$ cat src/rtl/flit_transmitter_pkg.sv
// Shared types and HEAD flit layout for the flit transmitter.
// HEAD word: {dst, src, len, seq}, one byte each, in bits [31:0].
package flit_transmitter_pkg;

  localparam int NODE_ID_W    = 8;
  localparam int SEQ_W        = 8;
  localparam int HEAD_W       = 32;
  localparam int HEAD_FIELD_W = 8;
  localparam int HEAD_SEQ_LSB = 0;
  localparam int HEAD_LEN_LSB = 8;
  localparam int HEAD_SRC_LSB = 16;
  localparam int HEAD_DST_LSB = 24;

  typedef enum logic [1:0] {
    FLIT_NONE = 2'd0,
    FLIT_HEAD = 2'd1,
    FLIT_BODY = 2'd2,
    FLIT_TAIL = 2'd3
  } flit_type_t;

  typedef enum logic [1:0] {
    ST_IDLE = 2'd0,
    ST_HEAD = 2'd1,
    ST_BODY = 2'd2,
    ST_TAIL = 2'd3
  } tx_state_t;

  function automatic logic [HEAD_W-1:0] head_word(
    input logic [NODE_ID_W-1:0]    dst,
    input logic [NODE_ID_W-1:0]    src,
    input logic [HEAD_FIELD_W-1:0] len,
    input logic [SEQ_W-1:0]        seq
  );
    logic [HEAD_W-1:0] w;
    w = '0;
    w[HEAD_DST_LSB +: NODE_ID_W]    = dst;
    w[HEAD_SRC_LSB +: NODE_ID_W]    = src;
    w[HEAD_LEN_LSB +: HEAD_FIELD_W] = len;
    w[HEAD_SEQ_LSB +: SEQ_W]        = seq;
    return w;
  endfunction

endpackage

$ cat src/rtl/flit_transmitter_if.sv
// Header, payload and flit-link handshakes of the flit transmitter.
// master = transmitter side, slave = packet source / flit sink side.
interface flit_transmitter_if #(
  parameter int FLIT_W   = 32,
  parameter int MAX_BODY = 8
);
  import flit_transmitter_pkg::*;

  localparam int LEN_W = $clog2(MAX_BODY + 1);

  logic                 pkt_valid;
  logic                 pkt_ready;
  logic [NODE_ID_W-1:0] pkt_src_id;
  logic [NODE_ID_W-1:0] pkt_dst_id;
  logic [LEN_W-1:0]     pkt_len;
  logic                 pld_valid;
  logic                 pld_ready;
  logic [FLIT_W-1:0]    pld_data;
  logic                 flit_valid;
  logic                 flit_ready;
  flit_type_t           flit_type;
  logic [FLIT_W-1:0]    flit_data;
  logic                 len_err;

  modport master (
    input  pkt_valid, pkt_src_id, pkt_dst_id, pkt_len,
    input  pld_valid, pld_data, flit_ready,
    output pkt_ready, pld_ready, flit_valid, flit_type, flit_data, len_err
  );

  modport slave (
    output pkt_valid, pkt_src_id, pkt_dst_id, pkt_len,
    output pld_valid, pld_data, flit_ready,
    input  pkt_ready, pld_ready, flit_valid, flit_type, flit_data, len_err
  );

endinterface

$ cat src/rtl/flit_checksum.sv
// Running XOR of the BODY words of the packet in flight; its value becomes the TAIL data.
module flit_checksum #(
  parameter int DATA_W = 32
) (
  input  logic              clk,
  input  logic              rst,
  input  logic              i_clear,
  input  logic              i_accum,
  input  logic [DATA_W-1:0] i_data,
  output logic [DATA_W-1:0] o_sum
);

  logic [DATA_W-1:0] r_sum;

  always_ff @(posedge clk) begin
    if (rst) begin
      r_sum <= '0;
    end else if (i_clear) begin
      r_sum <= '0;
    end else if (i_accum) begin
      r_sum <= r_sum ^ i_data;
    end
  end

  assign o_sum = r_sum;

endmodule

$ cat src/rtl/flit_transmitter.sv
// Packet-to-flit transmitter: one header + payload stream -> HEAD, BODY..., TAIL flits.
// Define FLIT_TX_CHECKSUM_EN to carry the XOR of the BODY words in the TAIL flit.
module flit_transmitter
  import flit_transmitter_pkg::*;
#(
  parameter int FLIT_W   = 32,
  parameter int MAX_BODY = 8
) (
  input  logic              clk,
  input  logic              rst,
  flit_transmitter_if.master bus
);

  localparam int               LEN_W   = $clog2(MAX_BODY + 1);
  localparam logic [LEN_W-1:0] MAX_LEN = LEN_W'(MAX_BODY);

  tx_state_t         r_state;
  tx_state_t         w_state_next;
  logic              r_run;
  logic [LEN_W-1:0]  r_len;
  logic [LEN_W-1:0]  r_body_cnt;
  logic [SEQ_W-1:0]  r_seq;
  logic              r_flit_valid;
  flit_type_t        r_flit_type;
  logic [FLIT_W-1:0] r_flit_data;
  logic              r_len_err;

  logic              w_flit_accept;
  logic              w_slot_free;
  logic              w_tail_done;
  logic              w_pkt_ready;
  logic              w_pld_ready;
  logic              w_len_bad;
  logic              w_load_head;
  logic              w_load_body;
  logic              w_load_tail;
  logic [SEQ_W-1:0]  w_head_seq;
  logic [FLIT_W-1:0] w_tail_data;

  assign w_flit_accept = r_flit_valid && bus.flit_ready;
  assign w_slot_free   = !r_flit_valid || bus.flit_ready;
  assign w_tail_done   = (r_state == ST_TAIL) && w_flit_accept;
  // A header taken while the previous TAIL leaves must already carry the bumped sequence.
  assign w_head_seq    = w_tail_done ? r_seq + SEQ_W'(1) : r_seq;

  always_comb begin
    w_state_next = r_state;
    w_pkt_ready  = 1'b0;
    w_pld_ready  = 1'b0;
    w_len_bad    = 1'b0;
    w_load_head  = 1'b0;
    w_load_body  = 1'b0;
    w_load_tail  = 1'b0;
    case (r_state)
      ST_IDLE: w_pkt_ready = r_run;
      ST_HEAD: begin
        if (w_flit_accept) begin
          if (r_len == '0) begin
            w_load_tail  = 1'b1;
            w_state_next = ST_TAIL;
          end else begin
            w_state_next = ST_BODY;
          end
        end
      end
      ST_BODY: begin
        w_pld_ready = w_slot_free && (r_body_cnt < r_len);
        if (w_pld_ready && bus.pld_valid) begin
          w_load_body = 1'b1;
        end else if ((r_body_cnt == r_len) && w_flit_accept) begin
          w_load_tail  = 1'b1;
          w_state_next = ST_TAIL;
        end
      end
      ST_TAIL: begin
        if (w_flit_accept) begin
          w_pkt_ready  = 1'b1;
          w_state_next = ST_IDLE;
        end
      end
      default: w_state_next = ST_IDLE;
    endcase
    if (w_pkt_ready && bus.pkt_valid) begin
      if (bus.pkt_len > MAX_LEN) begin
        w_len_bad = 1'b1;
      end else begin
        w_load_head  = 1'b1;
        w_state_next = ST_HEAD;
      end
    end
  end

`ifdef FLIT_TX_CHECKSUM_EN
  logic [FLIT_W-1:0] w_checksum;

  flit_checksum #(
    .DATA_W (FLIT_W)
  ) u_checksum (
    .clk     (clk),
    .rst     (rst),
    .i_clear (w_load_head),
    .i_accum (w_load_body),
    .i_data  (bus.pld_data),
    .o_sum   (w_checksum)
  );

  assign w_tail_data = w_checksum;
`else
  assign w_tail_data = '0;
`endif

  always_ff @(posedge clk) begin
    if (rst) begin
      r_state      <= ST_IDLE;
      r_run        <= 1'b0;
      r_len        <= '0;
      r_body_cnt   <= '0;
      r_seq        <= '0;
      r_flit_valid <= 1'b0;
      r_flit_type  <= FLIT_NONE;
      r_flit_data  <= '0;
      r_len_err    <= 1'b0;
    end else begin
      r_state   <= w_state_next;
      r_run     <= 1'b1;
      r_len_err <= w_len_bad;
      if (w_tail_done) begin
        r_seq <= r_seq + SEQ_W'(1);
      end
      if (w_load_head) begin
        r_len      <= bus.pkt_len;
        r_body_cnt <= '0;
      end else if (w_load_body) begin
        r_body_cnt <= r_body_cnt + LEN_W'(1);
      end
      // Output slot: loads only when empty or draining; otherwise holds its flit.
      if (w_load_head) begin
        r_flit_valid <= 1'b1;
        r_flit_type  <= FLIT_HEAD;
        r_flit_data  <= FLIT_W'(head_word(bus.pkt_dst_id, bus.pkt_src_id,
                                          HEAD_FIELD_W'(bus.pkt_len), w_head_seq));
      end else if (w_load_body) begin
        r_flit_valid <= 1'b1;
        r_flit_type  <= FLIT_BODY;
        r_flit_data  <= bus.pld_data;
      end else if (w_load_tail) begin
        r_flit_valid <= 1'b1;
        r_flit_type  <= FLIT_TAIL;
        r_flit_data  <= w_tail_data;
      end else if (w_flit_accept) begin
        r_flit_valid <= 1'b0;
        r_flit_type  <= FLIT_NONE;
        r_flit_data  <= '0;
      end
    end
  end

  assign bus.pkt_ready  = w_pkt_ready;
  assign bus.pld_ready  = w_pld_ready;
  assign bus.flit_valid = r_flit_valid;
  assign bus.flit_type  = r_flit_type;
  assign bus.flit_data  = r_flit_data;
  assign bus.len_err    = r_len_err;

endmodule

$ cat src/flat_wrapper.sv
// flat-port wrapper written by rule: the top's interface ports become plain ports
module flit_transmitter_flat import flit_transmitter_pkg::*;
#(
  parameter int FLIT_W   = 32,
  parameter int MAX_BODY = 8
)
  (clk, rst, bus_pkt_valid, bus_pkt_src_id, bus_pkt_dst_id, bus_pkt_len, bus_pld_valid, bus_pld_data, bus_flit_ready, bus_pkt_ready, bus_pld_ready, bus_flit_valid, bus_flit_type, bus_flit_data, bus_len_err);
  flit_transmitter_if #(.FLIT_W(FLIT_W), .MAX_BODY(MAX_BODY)) bus_i ();
  input  logic clk;
  input  logic rst;
  input wire logic [$bits(bus_i.pkt_valid)-1:0] bus_pkt_valid;
  input wire logic [$bits(bus_i.pkt_src_id)-1:0] bus_pkt_src_id;
  input wire logic [$bits(bus_i.pkt_dst_id)-1:0] bus_pkt_dst_id;
  input wire logic [$bits(bus_i.pkt_len)-1:0] bus_pkt_len;
  input wire logic [$bits(bus_i.pld_valid)-1:0] bus_pld_valid;
  input wire logic [$bits(bus_i.pld_data)-1:0] bus_pld_data;
  input wire logic [$bits(bus_i.flit_ready)-1:0] bus_flit_ready;
  output wire logic [$bits(bus_i.pkt_ready)-1:0] bus_pkt_ready;
  output wire logic [$bits(bus_i.pld_ready)-1:0] bus_pld_ready;
  output wire logic [$bits(bus_i.flit_valid)-1:0] bus_flit_valid;
  output wire logic [$bits(bus_i.flit_type)-1:0] bus_flit_type;
  output wire logic [$bits(bus_i.flit_data)-1:0] bus_flit_data;
  output wire logic [$bits(bus_i.len_err)-1:0] bus_len_err;
  assign bus_i.pkt_valid = bus_pkt_valid;
  assign bus_i.pkt_src_id = bus_pkt_src_id;
  assign bus_i.pkt_dst_id = bus_pkt_dst_id;
  assign bus_i.pkt_len = bus_pkt_len;
  assign bus_i.pld_valid = bus_pld_valid;
  assign bus_i.pld_data = bus_pld_data;
  assign bus_i.flit_ready = bus_flit_ready;
  assign bus_pkt_ready = bus_i.pkt_ready;
  assign bus_pld_ready = bus_i.pld_ready;
  assign bus_flit_valid = bus_i.flit_valid;
  assign bus_flit_type = bus_i.flit_type;
  assign bus_flit_data = bus_i.flit_data;
  assign bus_len_err = bus_i.len_err;
  flit_transmitter #(.FLIT_W(FLIT_W), .MAX_BODY(MAX_BODY)) u_core (.clk(clk), .rst(rst), .bus(bus_i));
endmodule
$ cat config.mk
export PLATFORM = sky130hd
export DESIGN_NAME = flit_transmitter_flat
export DESIGN_NICKNAME = d
export VERILOG_FILES = /design/src/rtl/flit_transmitter_pkg.sv /design/src/rtl/flit_transmitter_if.sv /design/src/rtl/flit_checksum.sv /design/src/rtl/flit_transmitter.sv /design/src/flat_wrapper.sv
export SDC_FILE = /design/constraint.sdc
export NUM_CORES = 1
export LEC_CHECK = 0
export CAP_MARGIN = 20
export CORE_MARGIN = 2
export CORE_UTILIZATION = 35
export DETAILED_ROUTE_END_ITERATION = 10
export SLEW_MARGIN = 20
export SYNTH_ARGS = -nofsm -noshare
export SYNTH_HDL_FRONTEND = slang
export SYNTH_HIERARCHICAL = 1
export SYNTH_SLANG_ARGS = --single-unit
$ cat constraint.sdc
create_clock -name clk -period 4.3 [get_ports clk]
set_clock_uncertainty 0.1 [all_clocks]
set_input_delay 0.43 -clock clk [delete_from_list [all_inputs] [get_ports clk]]
set_output_delay 0.43 -clock clk [all_outputs]
set_load 0.01 [all_outputs]
==> metrics.txt <==
# TYPE chip_impl_metric gauge
chip_impl_info{name="clock_tree_from_tritoncts",value="done"} 1
chip_impl_info{name="worstSetupEndpointType",value="output port"} 1
chip_impl_metric{name="synth-compound-area-share",unit="%"} 21.1
chip_impl_metric{name="place.detailed.hpwl",unit="um"} 4850
chip_impl_info{name="critPathLaunchType",value="flop"} 1
chip_impl_metric{name="power.share.sequential",unit="%"} 54.8
chip_impl_metric{name="syn2layout_area_growth",unit="%"} 38.4
chip_impl_metric{name="tritoncts.num_buffers",unit=""} 5
chip_impl_metric{name="routed_wl",unit="um"} 7140
chip_impl_metric{name="cts_htree_levels",unit=""} 2
chip_impl_metric{name="postLayoutCellArea",unit="um^2"} 3760
chip_impl_metric{name="power.share.clock",unit="%"} 26.8
chip_impl_info{name="timing.critical_path.cells",value="inv_1 > ha_1 > nor2b_1 > o2bb2ai_2 > and3_1 > clkdlybuf4s50_1"} 1
chip_impl_metric{name="multiInputGateArea",unit="um^2"} 1470
chip_impl_metric{name="setup-violations-final",unit=""} 0
chip_impl_metric{name="number_of_global_route_vias_before_repair",unit=""} 2556
chip_impl_metric{name="wl_per_cell",unit="um"} 14.5
chip_impl_metric{name="place.gp.congestion",unit=""} 0.748
chip_impl_metric{name="nNetsFinal",unit=""} 460
chip_impl_metric{name="cp_data_required_time",unit="ns"} 3.77
chip_impl_metric{name="period_needed",unit="ns"} 2.78
chip_impl_metric{name="die-width",unit="um"} 92.2
chip_impl_info{name="crit_type",value="reg -> out"} 1
chip_impl_metric{name="tns",unit="ns"} 0
chip_impl_metric{name="clock_slew_seen_by_the_registers_of_the_worst_setup_and_hold_paths",unit="ns"} 0.09
chip_impl_metric{name="simple_gate_portion_of_the_synthesized_area",unit="%"} 24.0
chip_impl_metric{name="finalHoldViolCount",unit=""} 0
chip_impl_info{name="synth-main-ff-cell",value="dfxtp_1"} 1
chip_impl_metric{name="mean_post_synth_cell_area",unit="um^2"} 8.77
chip_impl_metric{name="comb_power_share",unit="%"} 18.4
chip_impl_metric{name="yosys-mux-area-fraction",unit="%"} 0.368
chip_impl_metric{name="grt_max_degree",unit=""} 55
chip_impl_metric{name="cell_internal_pwr",unit="mW"} 0.745
chip_impl_metric{name="final.period_utilization",unit="%"} 64.5
chip_impl_metric{name="io_buffer_count",unit=""} 94
chip_impl_metric{name="initial_utilization",unit="%"} 35.8
chip_impl_info{name="critical_path_slowest_stage_cell",value="clkdlybuf4s50_1"} 1
chip_impl_metric{name="critical_path.max_fanout",unit=""} 6
chip_impl_info{name="most_common_library_cells_after_synthesis",value="55 x dfxtp_1, 47 x nand2_1, 32 x nand3_1, 32 x nor2_1, 18 x a311oi_2"} 1
chip_impl_metric{name="max_freq",unit="GHz"} 0.360
chip_impl_metric{name="gr-usage-all-layers",unit="%"} 17.4
chip_impl_metric{name="clock_latency",unit="ns"} 0.31
chip_impl_metric{name="rows",unit=""} 32
chip_impl_metric{name="synth_edf_count",unit=""} 0
chip_impl_metric{name="dp_slack",unit="ns"} 1.47
chip_impl_metric{name="total_via_count_after_detailed_routing",unit=""} 2536
chip_impl_info{name="synth_top_family_by_area",value="simple AND/OR/NAND/NOR gates"} 1
chip_impl_metric{name="finalWorstSetupSlack",unit="ns"} 1.52
chip_impl_metric{name="cts.path.max_buffers",unit=""} 2
chip_impl_metric{name="synth-seq-area-share",unit="%"} 40.5
chip_impl_metric{name="worst_slew_slack_as_a_fraction_of_its_limit",unit="%"} 57.4
chip_impl_metric{name="total_leakage_power",unit="nW"} 1.32
chip_impl_metric{name="finalMaxSlewViolations",unit=""} 0
chip_impl_metric{name="max_cap_viol_count",unit=""} 0
chip_impl_metric{name="p_switching",unit="mW"} 0.245
chip_impl_metric{name="drt_pass_1_iters",unit=""} 4
chip_impl_metric{name="synth_adder_area_share",unit="%"} 5.06
chip_impl_metric{name="synth.net_count",unit=""} 378
chip_impl_metric{name="gr-total-overflow",unit=""} 0
chip_impl_metric{name="antenna-diode-count",unit=""} 0
chip_impl_info{name="synth.largest_area_cell",value="dfxtp_1"} 1
chip_impl_metric{name="synth-xor-area-share",unit="%"} 3.22
chip_impl_metric{name="drc",unit=""} 0
chip_impl_metric{name="clock-sinks",unit=""} 55
chip_impl_metric{name="synth_async_sr_flop_share",unit="%"} 0
chip_impl_metric{name="synth_top_area_share",unit="%"} 40.5
chip_impl_metric{name="drive_gt1_share",unit="%"} 8.70
chip_impl_metric{name="power_switching_share",unit="%"} 24.7
chip_impl_metric{name="drt_first_iter_violations",unit=""} 106
chip_impl_info{name="clock_tree.root_cell",value="clkbuf_8"} 1
chip_impl_metric{name="synth-warning-count",unit=""} 6
chip_impl_metric{name="max_slew.worst_pin.slew",unit="ns"} 0.639
chip_impl_info{name="outcome",value="finished clean"} 1
chip_impl_metric{name="io_pins",unit=""} 95
chip_impl_info{name="holdCritPathClass",value="reg -> reg"} 1
chip_impl_metric{name="ir_worst_vdd",unit="mV"} 0.130
chip_impl_metric{name="n_fill_cell",unit=""} 716
chip_impl_info{name="ys_top_cells_by_area",value="dfxtp_1 40%, a311oi_2 9.9%, nand2_1 6.5%, nand3_1 5.9%, ha_1 5.1%"} 1
chip_impl_metric{name="cp_buf_inv_count",unit=""} 2
chip_impl_metric{name="cell_area_synth",unit="um^2"} 2720
chip_impl_metric{name="avgViaCountPerCell",unit=""} 5.14
chip_impl_metric{name="postSynthRegisterBits",unit=""} 55
chip_impl_metric{name="postCtsSetupRepairBufs",unit=""} 0
chip_impl_metric{name="core_region_area",unit="um^2"} 7610
chip_impl_metric{name="fp.dieArea",unit="um^2"} 8490
chip_impl_metric{name="timing.critical_path.slowest_cell_delay",unit="ns"} 0.54
chip_impl_metric{name="placement.cell_area",unit="um^2"} 3690
chip_impl_info{name="synthMostInstantiatedCell",value="dfxtp_1"} 1
chip_impl_metric{name="antenna_violations_before_repair",unit=""} 0
chip_impl_metric{name="grt_pass1_wl",unit="um"} 11900
chip_impl_metric{name="timing.critical_path.arrival",unit="ns"} 2.25
chip_impl_metric{name="power.density_cell_area",unit="nW/um^2"} 263
chip_impl_info{name="unrepaired_setup_endpoints_after_global_routing",value="false"} 1
chip_impl_metric{name="final_antenna_net_count",unit=""} 0
chip_impl_metric{name="post_synth_inst_count",unit=""} 310
chip_impl_info{name="critical-path-top-delay-family",value="buffers and inverters"} 1
chip_impl_metric{name="cts_repair_resize_count",unit=""} 0
chip_impl_metric{name="ff_latch_area",unit="um^2"} 1100
chip_impl_metric{name="number_of_distinct_library_cell_variants_in_the_gate_level_netlist_after_synthesis",unit=""} 40
chip_impl_metric{name="cts_hold_buffers",unit=""} 0
chip_impl_metric{name="die-height",unit="um"} 92.2
==> through the flow <==
step	total power [mW]	instances	utilization, %	hold slack, ns
6_report	0.990	493	49.5	0.369
2_1_floorplan	0.632	310	-	0.349
3_5_place_dp	0.737	487	48.5	0.361
5_1_grt	1.04	493	49.5	0.396
4_1_cts	1.00	493	49.5	0.373
3_3_place_gp	0.736	487	48.5	0.359
==> power by group through the flow <==
stage               registers (mW)  clock network [mW]  logic (mW)
finish                       0.542               0.265       0.182
floorplan                    0.560                   0      0.0718
global route                 0.545               0.297       0.198
detailed placement           0.554                   0       0.183
global placement             0.554                   0       0.182
CTS                          0.542               0.276       0.184
==> kinds of logic after synthesis <==
family | count (synthesis)
AOI/OAI and AO/OA | 60
DFF | 55
muxes | 1
buffers and inverters | 31
xor gates and xnor gates | 10
adders and majority gates | 11
and+or+nand+nor | 142
==> placed cells by master (no fill, tap or decap), types with 2 or more instances in the layout <==
master           count
dfxtp_1             55
nand2_1             47
nand4_1              2
o31ai_1              2
and2_1               9
a21oi_1             12
nand3_1             31
xnor2_1              5
o211ai_1             4
clkdlybuf4s50_1     93
a31oi_1              3
o21bai_1             2
a311oi_1             5
xor2_1               5
and3_1               5
nand2b_1             2
nor2_1              32
ha_1                11
a311oi_2            18
nor4_1               5
buf_4                4
clkbuf_8             5
a211oi_1             5
nor3_1               5
inv_1                8
nand3_2              2
==> layout make-up <==
cell class                 count  share of cell area [%]
multi-input combinational    224                    39.0
timing repair buffer          98                    25.7
inverter                       8                   0.798
sequential                    55                    29.3
tap                          102                    3.39
clock buffer                   6                    1.93
==> metal layers <==
metal / track usage, % / part of all wire [%] / vias to the layer above
li1: - / - / 1262
met1: 21.6 / 46 / 1189
met2: 28.9 / 45 / 76
met3: 5.83 / 7.4 / 9
met4: 4.85 / 1.6 / 0
met5: 0 / 0 / -
==> flip-flops by register name, summed over array words and instances, names as in the netlist <==
| name | flops |
|---|---|
| u_core/bus.flit_data | 32 |
| u_core/r_seq | 8 |
| u_core/r_body_cnt | 4 |
| u_core/r_len | 4 |
| u_core/bus.flit_type | 2 |
| u_core/r_state | 2 |
| u_core/bus.flit_valid | 1 |
| u_core/bus.len_err | 1 |
| u_core/r_run | 1 |
==> worst paths after layout <==
kind | cells after the start | startpoint | slack, ns | endpoint
worst min-delay path | 2 | u_core/bus.flit_data[13] | 0.37 | u_core/bus.flit_data[13]
worst min register to register | 2 | u_core/bus.flit_data[13] | 0.37 | u_core/bus.flit_data[13]
worst max register to register | 8 | u_core/r_len[3] | 1.68 | u_core/bus.flit_data[17]
worst max-delay path | 6 | u_core/r_len[1] | 1.52 | bus_pld_ready
==> worst reg2reg max path: cells and delay by family, from the launching register on <==
family                   cells  cell delay (ns)
AND/OR/NAND/NOR              3             0.84
AO/OA/AOI/OAI                2             0.47
flip-flops                   1             0.38
buffers and inverters        2             0.44
adder cells (fa/ha/maj)      1             0.30
Note: power is estimated with default switching activity, not from simulation.
